--- config.mk ---
export PLATFORM = sky130hd
export DESIGN_NAME = uart_tx_arbiter
export DESIGN_NICKNAME = d
export VERILOG_FILES = /design/src/rtl/uart_pkg.sv /design/src/rtl/uart_rr_pick.sv /design/src/rtl/uart_tx_arbiter.sv
export SDC_FILE = /design/constraint.sdc
export NUM_CORES = 1
export LEC_CHECK = 0
export BUFFER_PORTS_ARGS = -buffer_cell sky130_fd_sc_hd__clkbuf_2
export CELL_PAD_IN_SITES_DETAIL_PLACEMENT = 1
export CELL_PAD_IN_SITES_GLOBAL_PLACEMENT = 2
export CORE_MARGIN = 4
export CORE_UTILIZATION = 24
export CTS_BUF_LIST = sky130_fd_sc_hd__clkbuf_4 sky130_fd_sc_hd__clkbuf_8
export DETAILED_ROUTE_END_ITERATION = 12
export HOLD_SLACK_MARGIN = 0.1
export PLACE_DENSITY_LB_ADDON = 0.1
export SYNTH_ARGS = -nofsm -noshare
export SYNTH_HDL_FRONTEND = slang
export SYNTH_SLANG_ARGS = --single-unit
export TNS_END_PERCENT = 100
--- constraint.sdc ---
create_clock -name clk -period 2.7 [get_ports clk]
set_clock_uncertainty 0.15 [all_clocks]
set_input_delay 0.54 -clock clk [delete_from_list [all_inputs] [get_ports clk]]
set_output_delay 0.54 -clock clk [all_outputs]
set_load 0.05 [all_outputs]
--- src/rtl/uart_pkg.sv ---
// rtl/uart_pkg.sv - shared types and defaults for the UART transmit arbiter
package uart_pkg;

  typedef enum logic [1:0] {
    ARB    = 2'b00,
    LAUNCH = 2'b01,
    BUSY   = 2'b10
  } arb_state_t;

  localparam int TIMEOUT_CYCLES_DEF = 64;
  localparam int WIDTH_SIZE_DEF     = 8;

endpackage

--- src/rtl/uart_rr_pick.sv ---
// rtl/uart_rr_pick.sv - combinational round-robin selector starting at ptr
module uart_rr_pick #(
  parameter int N = 4,
  localparam int IW = $clog2(N)
) (
  input  logic [N-1:0]  elig,
  input  logic [IW-1:0] ptr,
  output logic [N-1:0]  grant,
  output logic [IW-1:0] idx,
  output logic          any
);

  logic [IW:0] cand;

  // Scan offsets from farthest to nearest so the nearest eligible index wins.
  always_comb begin
    grant = '0;
    idx   = '0;
    any   = 1'b0;
    cand  = '0;
    for (int k = N - 1; k >= 0; k--) begin
      cand = {1'b0, ptr} + (IW+1)'(k);
      if (cand >= (IW+1)'(N)) cand = cand - (IW+1)'(N);
      if (elig[cand[IW-1:0]]) begin
        idx = cand[IW-1:0];
        any = 1'b1;
      end
    end
    grant[idx] = any;
  end

endmodule

--- src/rtl/uart_tx_arbiter.sv ---
// rtl/uart_tx_arbiter.sv - round-robin sharing of one UART transmit path with watchdog
module uart_tx_arbiter
  import uart_pkg::*;
#(
  parameter int NUM_REQ        = 4,
  parameter int WIDTH_SIZE     = WIDTH_SIZE_DEF,
  parameter int TIMEOUT_CYCLES = TIMEOUT_CYCLES_DEF,
  localparam int IW = $clog2(NUM_REQ)
) (
  input  logic                          clk,
  input  logic                          reset,
  input  logic [NUM_REQ-1:0]            req_valid,
  input  logic [NUM_REQ*WIDTH_SIZE-1:0] req_data,
  input  logic [NUM_REQ-1:0]            req_err,
  input  logic [NUM_REQ-1:0]            req_pf,
  input  logic [NUM_REQ-1:0]            req_enable,
  output logic [NUM_REQ-1:0]            req_ready,
  output logic                          tx_valid,
  output logic [WIDTH_SIZE-1:0]         tx_data,
  output logic                          tx_err,
  output logic                          tx_pf,
  input  logic                          tx_ready,
  output logic                          busy,
  output logic [IW-1:0]                 grant_id,
  output logic                          timeout_flag
);

  localparam int CW = $clog2(TIMEOUT_CYCLES);

  arb_state_t state, state_n;
  logic [IW-1:0] rr_ptr;
  logic [CW-1:0] wd;
  logic [NUM_REQ-1:0] pick_grant;
  logic [IW-1:0] pick_idx;
  logic pick_any;
  logic grant_fire;
  logic timeout_hit;
  logic [WIDTH_SIZE-1:0] sel_data;
  logic sel_err;
  logic sel_pf;

  uart_rr_pick #(.N(NUM_REQ)) u_pick (
    .elig  (req_valid & req_enable),
    .ptr   (rr_ptr),
    .grant (pick_grant),
    .idx   (pick_idx),
    .any   (pick_any)
  );

  // Gated by reset so a word is never acked in a cycle whose edge discards it.
  assign grant_fire = (state == ARB) && tx_ready && pick_any && !reset;
  assign req_ready  = grant_fire ? pick_grant : '0;
  assign tx_valid   = (state == LAUNCH);
  assign busy       = (state != ARB);

  always_comb begin
    sel_data = '0;
    for (int i = 0; i < NUM_REQ; i++) begin
      if (pick_grant[i]) sel_data = req_data[i*WIDTH_SIZE +: WIDTH_SIZE];
    end
    sel_err = |(pick_grant & req_err);
    sel_pf  = |(pick_grant & req_pf);
  end

  always_comb begin
    state_n     = state;
    timeout_hit = 1'b0;
    case (state)
      ARB:    if (grant_fire) state_n = LAUNCH;
      LAUNCH: state_n = BUSY;
      BUSY: begin
        // wd == 0 marks the first BUSY cycle, where tx_ready may be stale.
        if (wd != '0 && tx_ready) begin
          state_n = ARB;
        end else if (wd == CW'(TIMEOUT_CYCLES - 1)) begin
          state_n     = ARB;
          timeout_hit = 1'b1;
        end
      end
      default: state_n = ARB;
    endcase
  end

  always_ff @(posedge clk) begin
    if (reset) state <= ARB;
    else       state <= state_n;
  end

  always_ff @(posedge clk) begin
    if (reset) begin
      rr_ptr       <= '0;
      wd           <= '0;
      tx_data      <= '0;
      tx_err       <= 1'b0;
      tx_pf        <= 1'b0;
      grant_id     <= '0;
      timeout_flag <= 1'b0;
    end else begin
      if (grant_fire) begin
        tx_data  <= sel_data;
        tx_err   <= sel_err;
        tx_pf    <= sel_pf;
        grant_id <= pick_idx;
        rr_ptr   <= (pick_idx == IW'(NUM_REQ - 1)) ? '0 : pick_idx + 1'b1;
      end
      if (state == LAUNCH)                wd <= '0;
      else if (state == BUSY && wd != '1) wd <= wd + 1'b1;
      if (timeout_hit) timeout_flag <= 1'b1;
    end
  end

endmodule

# ---- Word-level counts from Yosys, hierarchy flattened
# Index checks and enable logic that the tools add are counted.
dict set report totals {
  regBits 23
  in_bits 51
  output_inout_bits 19
  elab_cells 87
}
dict set report op_classes {
  n_addsub 9
  n_lt_le_gt_ge 10
  eq_ne 7
  mux 35
  bitwise 4
  n_reduce_logical 14
}
# operator n
set ops {}
lappend ops {{$mux 8} 4}
lappend ops {{$mux 2} 12}
lappend ops {{$and 4x4->4} 4}
lappend ops {{$lt 2x3->1 const B} 5}
lappend ops {{$mux 1} 12}
lappend ops {{$ge 3x3->1 const B} 3}
lappend ops {{$bmux 1 s2} 4}
lappend ops {{$reduce_or 4->1} 2}
lappend ops {{$sub 2x1->2 const B} 4}
lappend ops {{$add 2x2->3 const B} 2}
lappend ops {{$add 6x1->6 const B} 1}
lappend ops {{$eq 6x6->1 const B} 1}
lappend ops {{$logic_and 1x1->1} 6}
lappend ops {{$ne 6x6->1 const B} 1}
lappend ops {{$pmux 2 s3} 1}
lappend ops {{$reduce_bool 6->1} 1}
lappend ops {{$eq 2x2->1 const B} 2}
lappend ops {{$mux 4} 1}
lappend ops {{$add 2x1->3 const B} 1}
lappend ops {{$ge 2x3->1 const B} 1}
lappend ops {{$ne 3x3->1 const B} 1}
lappend ops {{$add 2x1->2 const B} 1}
lappend ops {{$demux 1 s2} 1}
lappend ops {{$eq 2x1->1 const B} 1}
lappend ops {{other kinds (7)} 7}

# ---- Depth between registers and ports, before layout
# Gate-level depths: netlist of run 1.
dict set report depth {
  depth_word 18
  ltp_mapped 11
  depth_no_buf 9
}

# ---- By module
# From an unflattened synthesis of run 1, not the netlist that was laid out.
dict set report unflattened {
  cells_unflattened 211
  area_unflattened_um2 1687.9
}
# module n_inst cells_each area_per_inst_um2 seq_area_each_um2
set by_module_without_submodules {}
lappend by_module_without_submodules {uart_tx_arbiter 1 178 1476.4 460.4}
lappend by_module_without_submodules {uart_rr_pick 1 33 211.5 0.0}

# ---- Least setup slack after synthesis of run 1
# No wires, ideal clock.
dict set report synth_path {
  path_kind {input port to output port}
  startpoint {input port req_enable[0]}
  endpoint {output port req_ready[1]}
  arrival_time_ns 2.183
  t_required_ns 2.010
  slack_ns -0.173
  cell_stages 6
  path_buffers 1
  cell_sequence {nand3_1 -> a32oi_1 -> a211oi_1 -> ha_1 -> clkbuf_1 -> and2_1}
}
dict set report synth_between {
  elab_chain_len 13
  word_cells_on_any_way 26
  classes_between {order compare: 2; mux: 19; bitwise: 2; reduce/logical: 3}
}
# item line
set synth_rtl {}
lappend synth_rtl {{start: declaration} uart_tx_arbiter.sv:16} ;# input logic [NUM_REQ-1:0] req_enable,
lappend synth_rtl {{$and 4x4->4 (*)} uart_tx_arbiter.sv:43} ;# .elig (req_valid & req_enable),
lappend synth_rtl {{$bmux 1 s2} uart_rr_pick.sv:24} ;# if (elig[cand[IW-1:0]]) begin
lappend synth_rtl {{$mux 1 (implied by the code)} uart_rr_pick.sv:24}
lappend synth_rtl {{$mux 2 (3 in series)} uart_rr_pick.sv:24}
lappend synth_rtl {{$mux 2 (*)} uart_rr_pick.sv:24}
lappend synth_rtl {{named net pick_idx[0]} uart_tx_arbiter.sv:34} ;# logic [IW-1:0] pick_idx;
lappend synth_rtl {{$lt 2x3->1 (implied by the code) / $ge 2x1->1 (equally long branches)} uart_rr_pick.sv:29} ;# grant[idx] = any;
lappend synth_rtl {{$logic_and 1x1->1 (implied by the code)} uart_rr_pick.sv:29}
lappend synth_rtl {{$mux 1 (implied by the code)} uart_rr_pick.sv:29}
lappend synth_rtl {{$demux 1 s2 (*)} --}
lappend synth_rtl {{$and 4x4->4 (no source line) (*)} --}
lappend synth_rtl {{$mux 4 (*)} uart_tx_arbiter.sv:52} ;# assign req_ready = grant_fire ? pick_grant : '0;
lappend synth_rtl {{end: declaration} uart_tx_arbiter.sv:17} ;# output logic [NUM_REQ-1:0] req_ready,
# The timed path passes the listed nets; every way through them passes the cells marked *. The select of a mux whose other input is x is not followed.

# ---- Final worst setup path of run 1
dict set report layout_path {
  startpoint {register rr_ptr[1]}
  endpoint {output port req_ready[0]}
}
dict set report layout_between {
  elab_chain_len 15
  word_cells_on_any_way 40
  classes_between {add/sub: 7; order compare: 6; mux: 23; bitwise: 1; reduce/logical: 3}
}
# item line
set layout_rtl {}
lappend layout_rtl {{start: declaration} uart_tx_arbiter.sv:31} ;# logic [IW-1:0] rr_ptr;
lappend layout_rtl {{start signal: assignment} uart_tx_arbiter.sv:104} ;# rr_ptr <= (pick_idx == IW'(NUM_REQ - 1)) ? '0 : pick_idx + 1'b1;
lappend layout_rtl {{$add 2x2->3} uart_rr_pick.sv:22} ;# cand = {1'b0, ptr} + (IW+1)'(k);
lappend layout_rtl {{$ge 3x3->1 / $sub 2x1->2 (equally long branches)} uart_rr_pick.sv:23} ;# if (cand >= (IW+1)'(N)) cand = cand - (IW+1)'(N);
lappend layout_rtl {{$mux 2} uart_rr_pick.sv:23}
lappend layout_rtl {{$bmux 1 s2} uart_rr_pick.sv:24}
lappend layout_rtl {{$mux 1 (implied by the code)} uart_rr_pick.sv:24}
lappend layout_rtl {{$mux 2 (3 in series)} uart_rr_pick.sv:24}
lappend layout_rtl {{$mux 2 (*)} uart_rr_pick.sv:24}
lappend layout_rtl {{named net pick_idx[0]} uart_tx_arbiter.sv:34}
lappend layout_rtl {{$lt 2x3->1 (implied by the code) / $ge 2x1->1 (equally long branches)} uart_rr_pick.sv:29}
lappend layout_rtl {{$logic_and 1x1->1 (implied by the code)} uart_rr_pick.sv:29}
lappend layout_rtl {{$mux 1 (implied by the code)} uart_rr_pick.sv:29}
lappend layout_rtl {{$demux 1 s2 (*)} --}
lappend layout_rtl {{$and 4x4->4 (no source line) (*)} --}
lappend layout_rtl {{$mux 4 (*)} uart_tx_arbiter.sv:52}
# Marks and branches as above.

==> results.cfg, run 1 <==
[floorplanning]
dieHeight_um = 86.83
dieArea_mm2 = 0.007539
start_util_pct = 24.90
io_pins = 70
core-area_mm2 = 0.005991
dieWidth_um = 86.83
fp-row-count = 28

[finish]
post-route-util_pct = 34.04
n_fill_cell = 743
layout.nets = 300
syn_to_final_growth_pct = 36.75
final_cell_area_mm2 = 0.002039
antenna_cells = 0
drive_gt1_share_pct = 45.45
final_cells = 317

[detailed_routing]
vias = 1527
drt_pass1_iterations = 4
wl_per_cell_um = 15.16
ant_nets = 0
drcViolationCount = 0
vias_per_cell = 4.817
routed_wl_um = 4806
drt-initial-drc-count = 53

[pwr]
ir_worst_vdd_v = 0.0002041
combinationalPowerShare_pct = 36.3
switching_power_uw = 343.4
p_int_uw = 599.1
p_leak_uw = 0.0008690
p_clk_share_pct = 24.1
pwr-share-seq_pct = 39.6
p_sw_share_pct = 36.43
power.density_mw_per_mm2 = 462.1

[setup_path]
critPathKind = flip-flop to output pin
end_kind = output pin
critPathArrivalTime_ps = 1860
cp.required_ps = 2010
critPathLaunchType = flip-flop
cp_max_fo = 6

[placed_design]
gp_congestion = 0.7093
place_inst = 313
port_buffers = 69
dpl_cell_area_mm2 = 0.001967
place_ws_ps = -93.40
hpwl_um = 3825

[logic_synthesis]
synth_nets = 224
synth.ff_latch_count = 23
async_reset_ff_share_pct = 0
syn_inst = 167
seq_area_frac_synth_pct = 30.87
ys_types = 39
yosysWarnings = 0
synth.most_common_cell = dfxtp_1
synth_top_cell_area_share_pct = 30.87
avgSynthCellArea_um2 = 8.931
synth_edf_count = 0
synth.cell_area_mm2 = 0.001491
synth_area_leaders = dfxtp_1 (31%), a311oi_2 (7.0%), ha_1 (5.0%), nor2_1 (4.8%), a221o_1 (4.7%)
synth_top_flop_cell = dfxtp_1
synth_top_cells_by_count = dfxtp_1 (23), nor2_1 (19), a21oi_1 (11), nand2_1 (11), nand3_1 (11)
synth_largest_area_cell = dfxtp_1

[cts]
cts_max_path_buffers = 2
clkTransAtPathRegs_ps = 90
numCtsBuffers = 3
cts_sinks = 23
insertion_delay_ps = 270
holdBufCountCts = 0
htree_levels = 1
cts_root_buf = clkbuf_8
cts_tree = yes

[flow_run]
drv_cap = 0

[timing]
setup-tns-final_ps = 0
relSlewSlack_pct = 67.36
layout_setup_ws_ps = 148.7
period_share_pct = 94.49
tightestPinTransition_ps = 488.6
min_period_ps = 2551
rsz0062_at_grt = true
setup_violations = 0
fmax_ghz = 0.3920
hold_viol = 0
drv_slew = 0

[global_routing]
grtUsageTotal_pct = 13.41
antenna_found_initial = 0
grt_pass1_vias = 1654
grt_max_degree = 20
grt.overflow.total = 0
grt_pass1_wl_um = 8052

[min_path]
hold_class = flip-flop to flip-flop

[run_status]
status = finished, final reports clean
[timing repair]
action | CTS | global route
setup endpoints to repair | 4 | 9
gates resized for setup | 1 | 15
gates cloned | 0 | 0
setup buffers | 0 | 0
pin swaps | 1 | 1
[area by class of cell]
type	instances	area, um^2	share of cell area (%)
Clock inverter	1	5.005	0.2454
Inverter	4	15.01	0.7362
Multi-Input combinational cell	130	973.4	47.73
Timing Repair Buffer	81	446.7	21.90
Tap cell	75	93.84	4.601
Sequential cell	23	464.2	22.76
Clock buffer	3	41.29	2.025
[state kept, by name (all words and copies together) (netlist names)]
register and flops:
state 2, timeout_flag 1, tx_pf 1, wd 6, rr_ptr 2, tx_err 1, tx_data 8, grant_id 2
[through the flow]
stage | total power [uW] | hold WS [ps]
finish | 942.5 | 343.9
global route | 1011 | 391.9
CTS | 959.2 | 355.8
detailed placement | 725.6 | 328.1
global placement | 723.5 | 324.0
floorplan | 610.2 | 342.1
[kinds of logic (layout without fill, tap and decap cells)]
| group | after synthesis | count (layout) | share of synthesized area, % |
|---|---|---|---|
| AOI/OAI and AO/OA | 50 | 50 | 30.79 |
| xor gates and xnor gates | 3 | 3 | 1.762 |
| adders and majority gates | 6 | 6 | 5.033 |
| buffers and inverters | 14 | 89 | 5.201 |
| DFF | 23 | 23 | 30.87 |
| muxes | 2 | 2 | 1.342 |
| and+or+nand+nor | 69 | 69 | 25.00 |
[power by group through the flow]
stage / logic [uW] / clock network [uW] / registers, uW
5_1_grt: 379 / 255 / 377
3_5_place_dp: 343 / 0 / 382
3_3_place_gp: 341 / 0 / 383
4_1_cts: 345 / 239 / 375
2_1_floorplan: 186 / 0 / 424
6_report: 342 / 227 / 374
[placed cells by master (no fill, tap or decap), types with 3 or more instances in the layout]
cell,instances
clkbuf_2,65
clkbuf_8,3
ha_2,3
nand3_1,11
a22oi_1,3
a311oi_2,7
ha_1,3
xnor2_1,3
inv_1,4
nor2_1,19
and2_2,3
buf_4,13
nand2_1,11
a21oi_1,10
nand2b_1,9
nor2b_1,3
dfxtp_1,22
a221o_1,7
a211oi_2,5
[final timing paths]
path | from | to | slack, ps | cells past startpoint
setup / recovery | rr_ptr[1] | req_ready[0] | 150 | 7
hold / removal | timeout_flag | timeout_flag | 340 | 2
setup reg to reg | rr_ptr[1] | tx_data[3] | 290 | 9
hold reg to reg | timeout_flag | timeout_flag | 340 | 2
[critical path: stages, from the launching register on]
cell,delay (ps)
dfxtp_4,380
nand3b_1,120
a21oi_1,90
a211oi_2,310
inv_1,120
ha_2,240
and2_1,140
buf_2,200
[metal layers]
layer / track usage, % / vias up / wire [um]
met4: 2.125 / 0 / 25
met1: 17.94 / 706 / 2317
li1: - / 773 / -
met2: 21.39 / 46 / 2125
met5: 0 / - / 0
met3: 4.278 / 2 / 337
Power figures use the tool's default switching activity.
==> run 2, diff against run 1 <==
--- a/config.mk
+++ b/config.mk
@@ -14,6 +14,8 @@
 export DETAILED_ROUTE_END_ITERATION = 12
 export HOLD_SLACK_MARGIN = 0.1
 export PLACE_DENSITY_LB_ADDON = 0.1
+export RECOVER_POWER = 100
+export REMOVE_ABC_BUFFERS = 1
 export SYNTH_ARGS = -nofsm -noshare
 export SYNTH_HDL_FRONTEND = slang
 export SYNTH_SLANG_ARGS = --single-unit
==> constraint.sdc (replaced) <==
create_clock -name clk -period 2.1 [get_ports clk]
set_clock_uncertainty 0.15 [all_clocks]
set_input_delay 0.42 -clock clk [delete_from_list [all_inputs] [get_ports clk]]
set_output_delay 0.42 -clock clk [all_outputs]
set_load 0.05 [all_outputs]
==> results.cfg, run 2 (synthesis results as in run 1) <==
[run_status]
status = finished, violations left
violations = setup timing

[min_path]
min_from = req_data[31]
hold_class = input pin to flip-flop
hold_end = tx_data[7]
min_path_cells = 3

[finish]
top_regs = tx_data: 8 flops, wd: 6 flops
final_common_cell = clkbuf_2
antenna_cells = 0
regMostFlops = tx_data
final_cell_mix = clkbuf_2 (53), buf_4 (24), dfxtp_1 (21)
final_cell_area_mm2 = 0.002377
drive_gt1_share_pct = 52.69
layout.nets = 318
post-route-util_pct = 39.68
syn_to_final_growth_pct = 59.40
largest_reg_flops = 8
n_fill_cell = 739

[floorplanning]
dieArea_mm2 = 0.007539
dieHeight_um = 86.83
start_util_pct = 24.90
dieWidth_um = 86.83
fp-row-count = 28
io_pins = 70
core-area_mm2 = 0.005991

[global_routing]
grt_max_degree = 19
antenna_found_initial = 0
grtUsageTotal_pct = 14.85
grt_pass1_vias = 1861
grt_pass1_wl_um = 8907
grt.overflow.total = 0

[flow_run]
drv_cap = 0

[pwr]
p_int_uw = 843.0
pwr-share-seq_pct = 35.8
combinationalPowerShare_pct = 42.3
power_uw = 1337
ir_worst_vdd_v = 0.0002352
p_leak_uw = 0.0009668
switching_power_uw = 494.4
p_clk_share_pct = 22.0
power.density_mw_per_mm2 = 562.6
p_sw_share_pct = 36.97

[cts]
insertion_delay_ps = 270
htree_levels = 1
clkTransAtPathRegs_ps = 90
numCtsBuffers = 3
cts_max_path_buffers = 2
cts_root_buf = clkbuf_8
cts_tree = yes
cts_sinks = 23

[setup_path]
crit_family = flip-flops
cp.required_ps = 1530
end_kind = output pin
path_buf_inv = 3
r2r_cells = 10
r2r_end = tx_data[0]
r2r_slack_ps = -110
slowest_delay_ps = 380
crit_cells = 8
critPathArrivalTime_ps = 1750
critPathLaunchType = flip-flop
cp_max_fo = 5
crit_chain = nand3_4 -> a32oi_2 -> a211oi_2 -> inv_2 -> ha_4 -> buf_6 -> and2_4 -> buf_12
cp_slowest_cell = dfxtp_4
critPathKind = flip-flop to output pin
timing.rr.start = rr_ptr[1]

[placed_design]
dpl_cell_area_mm2 = 0.002108
gp_congestion = 0.7686
place_ws_ps = -391.8
hpwl_um = 4129
port_buffers = 69

[timing]
fmax_ghz = 0.4314
min_period_ps = 2318
period_share_pct = 110.4
tightestPinTransition_ps = 621.0
drv_slew = 0
hold_viol = 0
setup_violations = 12
relSlewSlack_pct = 58.78
rsz0062_at_grt = true
layout_setup_ws_ps = -218.2
setup-tns-final_ps = -1277

[detailed_routing]
vias = 1647
routed_wl_um = 5411
vias_per_cell = 4.916
drt-initial-drc-count = 21
drt_pass1_iterations = 4
wl_per_cell_um = 16.15
ant_nets = 0
drcViolationCount = 0
## run 2: cell types whose count changed in the layout (fill, tap and decap cells not counted), moves of 4 or more
cell      delta
a21oi_1      -5
a21oi_2      +5
buf_12       +4
buf_4       +11
buf_6        +5
clkbuf_1    +12
clkbuf_2    -12
ha_4         +4
nand3_1      -7
nand3_2      +6
## run 2: worst reg2reg max path: stages, from the launching register on
cell and delay (ps):
dfxtp_4 380, nand3b_1 170, a21oi_2 160, a211oi_2 70
buf_4 170, ha_4 180, buf_6 120, nor2b_4 200
a221o_1 200, nand3_2 80, a311oi_2 240
## run 2: metal layers
| layer | GRT usage (%) | vias up | share of wire (%) |
|---|---|---|---|
| li1 | - | 809 | - |
| met3 | 4.183 | 2 | 7.5 |
| met2 | 24.91 | 53 | 47 |
| met1 | 18.79 | 783 | 45 |
| met4 | 3.399 | 0 | 0.46 |
| met5 | 0 | - | 0 |
## run 2: worst max path at each step
stage | end | from
5_1_grt | req_ready[0] | rr_ptr[1]
6_report | req_ready[0] | rr_ptr[1]
4_1_cts | req_ready[0] | rr_ptr[1]
3_5_place_dp | tx_data[0] | req_enable[0]
3_3_place_gp | tx_data[0] | req_enable[0]
2_1_floorplan | req_ready[1] | req_enable[0]
## run 2: repair_timing
action | 4_1_cts | 5_1_grt
pin swaps | 10 | 21
setup buffers | 5 | 2
gates cloned | 0 | 0
hold buffers | 0 | 0
gates resized for setup | 27 | 17
endpoints found under the setup margin | 14 | 14
## run 2: final cells by class
class / instances / area [um^2] / share of cell area [%]
multi-input cells: 130 / 1119 / 47.05
repair buffers: 99 / 638.1 / 26.84
flip-flops and latches: 23 / 465.4 / 19.58
well taps: 75 / 93.84 / 3.947
clock buffers: 3 / 41.29 / 1.737
inverters: 4 / 15.01 / 0.6316
clock inverters: 1 / 5.005 / 0.2105
## run 2: power groups by stage
stage,registers (uW),logic (uW),clock network (uW)
after floorplan,545,219,0
after global placement,487,469,0
after detailed placement,488,478,0
after CTS,478,532,306
after global routing,482,610,323
final,478,566,294
## run 2: per-stage QoR
step / cells / hold slack, ps
2_1_floorplan: 157 / 334.6
3_3_place_gp: 325 / 309.7
3_5_place_dp: 325 / 340.3
4_1_cts: 333 / 272.7
5_1_grt: 335 / 269.3
6_report: 335 / 276.9
==> run 3, diff against run 2 <==
--- a/config.mk
+++ b/config.mk
@@ -5,13 +5,13 @@
 export SDC_FILE = /design/constraint.sdc
 export NUM_CORES = 1
 export LEC_CHECK = 0
-export BUFFER_PORTS_ARGS = -buffer_cell sky130_fd_sc_hd__clkbuf_2
 export CELL_PAD_IN_SITES_DETAIL_PLACEMENT = 1
 export CELL_PAD_IN_SITES_GLOBAL_PLACEMENT = 2
 export CORE_MARGIN = 4
 export CORE_UTILIZATION = 24
 export CTS_BUF_LIST = sky130_fd_sc_hd__clkbuf_4 sky130_fd_sc_hd__clkbuf_8
 export DETAILED_ROUTE_END_ITERATION = 12
+export DONT_BUFFER_PORTS = 1
 export HOLD_SLACK_MARGIN = 0.1
 export PLACE_DENSITY_LB_ADDON = 0.1
 export RECOVER_POWER = 100
==> results.cfg, run 3 (synthesis results as in run 1) <==
[pwr]
p_int_uw = 804.5
power.density_mw_per_mm2 = 617.5
ir_worst_vdd_v = 0.0002603
pwr-share-seq_pct = 42.8
p_leak_uw = 0.0007208
switching_power_uw = 453.4
p_sw_share_pct = 36.04
p_clk_share_pct = 23.1
combinationalPowerShare_pct = 34.1

[cts]
cts_tree = yes
cts_root_buf = clkbuf_8
insertion_delay_ps = 270
htree_levels = 1
cts_max_path_buffers = 2
numCtsBuffers = 3
cts_sinks = 23
clkTransAtPathRegs_ps = 90

[min_path]
min_from = req_data[27]
hold_class = input pin to flip-flop

[setup_path]
critPathArrivalTime_ps = 1870
path_common_cell = buf_4
crit_path_start = rr_ptr[1]
r2r_slack_ps = -180
critPathKind = flip-flop to output pin
timing.rr.start = rr_ptr[1]
critPathLaunchType = flip-flop
crit_family = buffers and inverters
cp_max_fo = 5
end_kind = output pin
crit_chain = nand3_2 -> a32oi_2 -> a211oi_2 -> buf_4 -> inv_2 -> buf_4 -> ha_4 -> and2_4 -> buf_12
cp_slowest_cell = dfxtp_4
cp.required_ps = 1530
path_buf_inv = 4
slowest_delay_ps = 370

[timing]
min_period_ps = 2440
relSlewSlack_pct = 41.93
setup-tns-final_ps = -2817
period_share_pct = 116.2
hold_viol = 0
tightestPinTransition_ps = 868.2
setup_violations = 14
drv_slew = 0
rsz0062_at_grt = true
fmax_ghz = 0.4099
whs_ps = 189.9
layout_setup_ws_ps = -339.5

[floorplanning]
start_util_pct = 24.90
io_pins = 70
dieHeight_um = 86.83
fp-row-count = 28
dieArea_mm2 = 0.007539
core-area_mm2 = 0.005991
dieWidth_um = 86.83

[global_routing]
grt_pass1_vias = 1642
grt_max_degree = 16
grt_pass1_wl_um = 8190
grtUsageTotal_pct = 13.46
antenna_found_initial = 0
grt.overflow.total = 0

[detailed_routing]
ant_nets = 0
routed_wl_um = 4895
highest_layer = met4
drt_pass1_iterations = 4
wl_per_cell_um = 18.06
vias = 1417
m1WireLength_um = 2083
route.met2.wl_um = 2286
drt-initial-drc-count = 26
wl_met3_um = 499
vias_per_cell = 5.229
drcViolationCount = 0

[finish]
largest_reg_flops = 8
regMostFlops = tx_data
final_common_cell = buf_4
final_cell_mix = buf_4 (23), dfxtp_1 (21), nor2_1 (19)
syn_to_final_growth_pct = 36.58
n_fill_cell = 687
drive_gt1_share_pct = 40.82
antenna_cells = 0
layout.nets = 254
top_regs = tx_data: 8 flops, wd: 6 flops

[placed_design]
hpwl_um = 3653
port_buffers = 0
gp_congestion = 0.8075

[flow_run]
drv_cap = 0

[run_status]
status = finished, violations left
violations = setup timing
==> run 3: cell type report <==
class / count / area [um^2] / area share (%)
clock inverters: 1 / 5.005 / 0.2457
multi-input cells: 130 / 1072 / 52.64
clock buffers: 3 / 41.29 / 2.027
repair buffers: 35 / 344.1 / 16.89
flip-flops and latches: 23 / 465.4 / 22.85
well taps: 75 / 93.84 / 4.607
inverters: 4 / 15.01 / 0.7371
==> run 3: layer usage <==
layer,global-route usage [%],up-vias
met4,2.550,0
met3,5.228,2
li1,-,690
met1,16.83,674
met2,22.02,51
met5,0,-
==> run 3: stage by stage <==
step	cells	area (um^2)	worst slack, ps	util, %	total power [uW]
2_1_floorplan	157	1429	-418.0	-	764.0
3_3_place_gp	256	1753	-216.0	29.26	875.4
3_5_place_dp	256	1753	-306.1	29.26	882.5
4_1_cts	266	1979	-282.8	33.04	1259
5_1_grt	271	2037	-427.2	34.00	1347
6_report	271	2037	-339.5	34.00	1258
==> run 3: worst paths after layout <==
path,end,depth (start not counted)
max,req_ready[2],9
min,tx_data[3],2
max reg2reg,tx_data[0],11
min reg2reg,rr_ptr[0],2
==> run 3: what timing repair did <==
action / 4_1_cts / 5_1_grt
pin swaps: 15 / 10
hold endpoints to repair: 15 / 0
gates cloned: 0 / 0
setup endpoints to repair: 14 / 14
hold buffers: 1 / 0
buffers inserted: 5 / 6
resized for setup: 32 / 7
==> run 3: power groups by stage <==
stage / sequential (uW) / clock, uW / combinational [uW]
6_report: 538 / 291 / 428
5_1_grt: 543 / 331 / 472
4_1_cts: 541 / 314 / 403
3_5_place_dp: 551 / 0 / 331
3_3_place_gp: 551 / 0 / 325
2_1_floorplan: 545 / 0 / 219
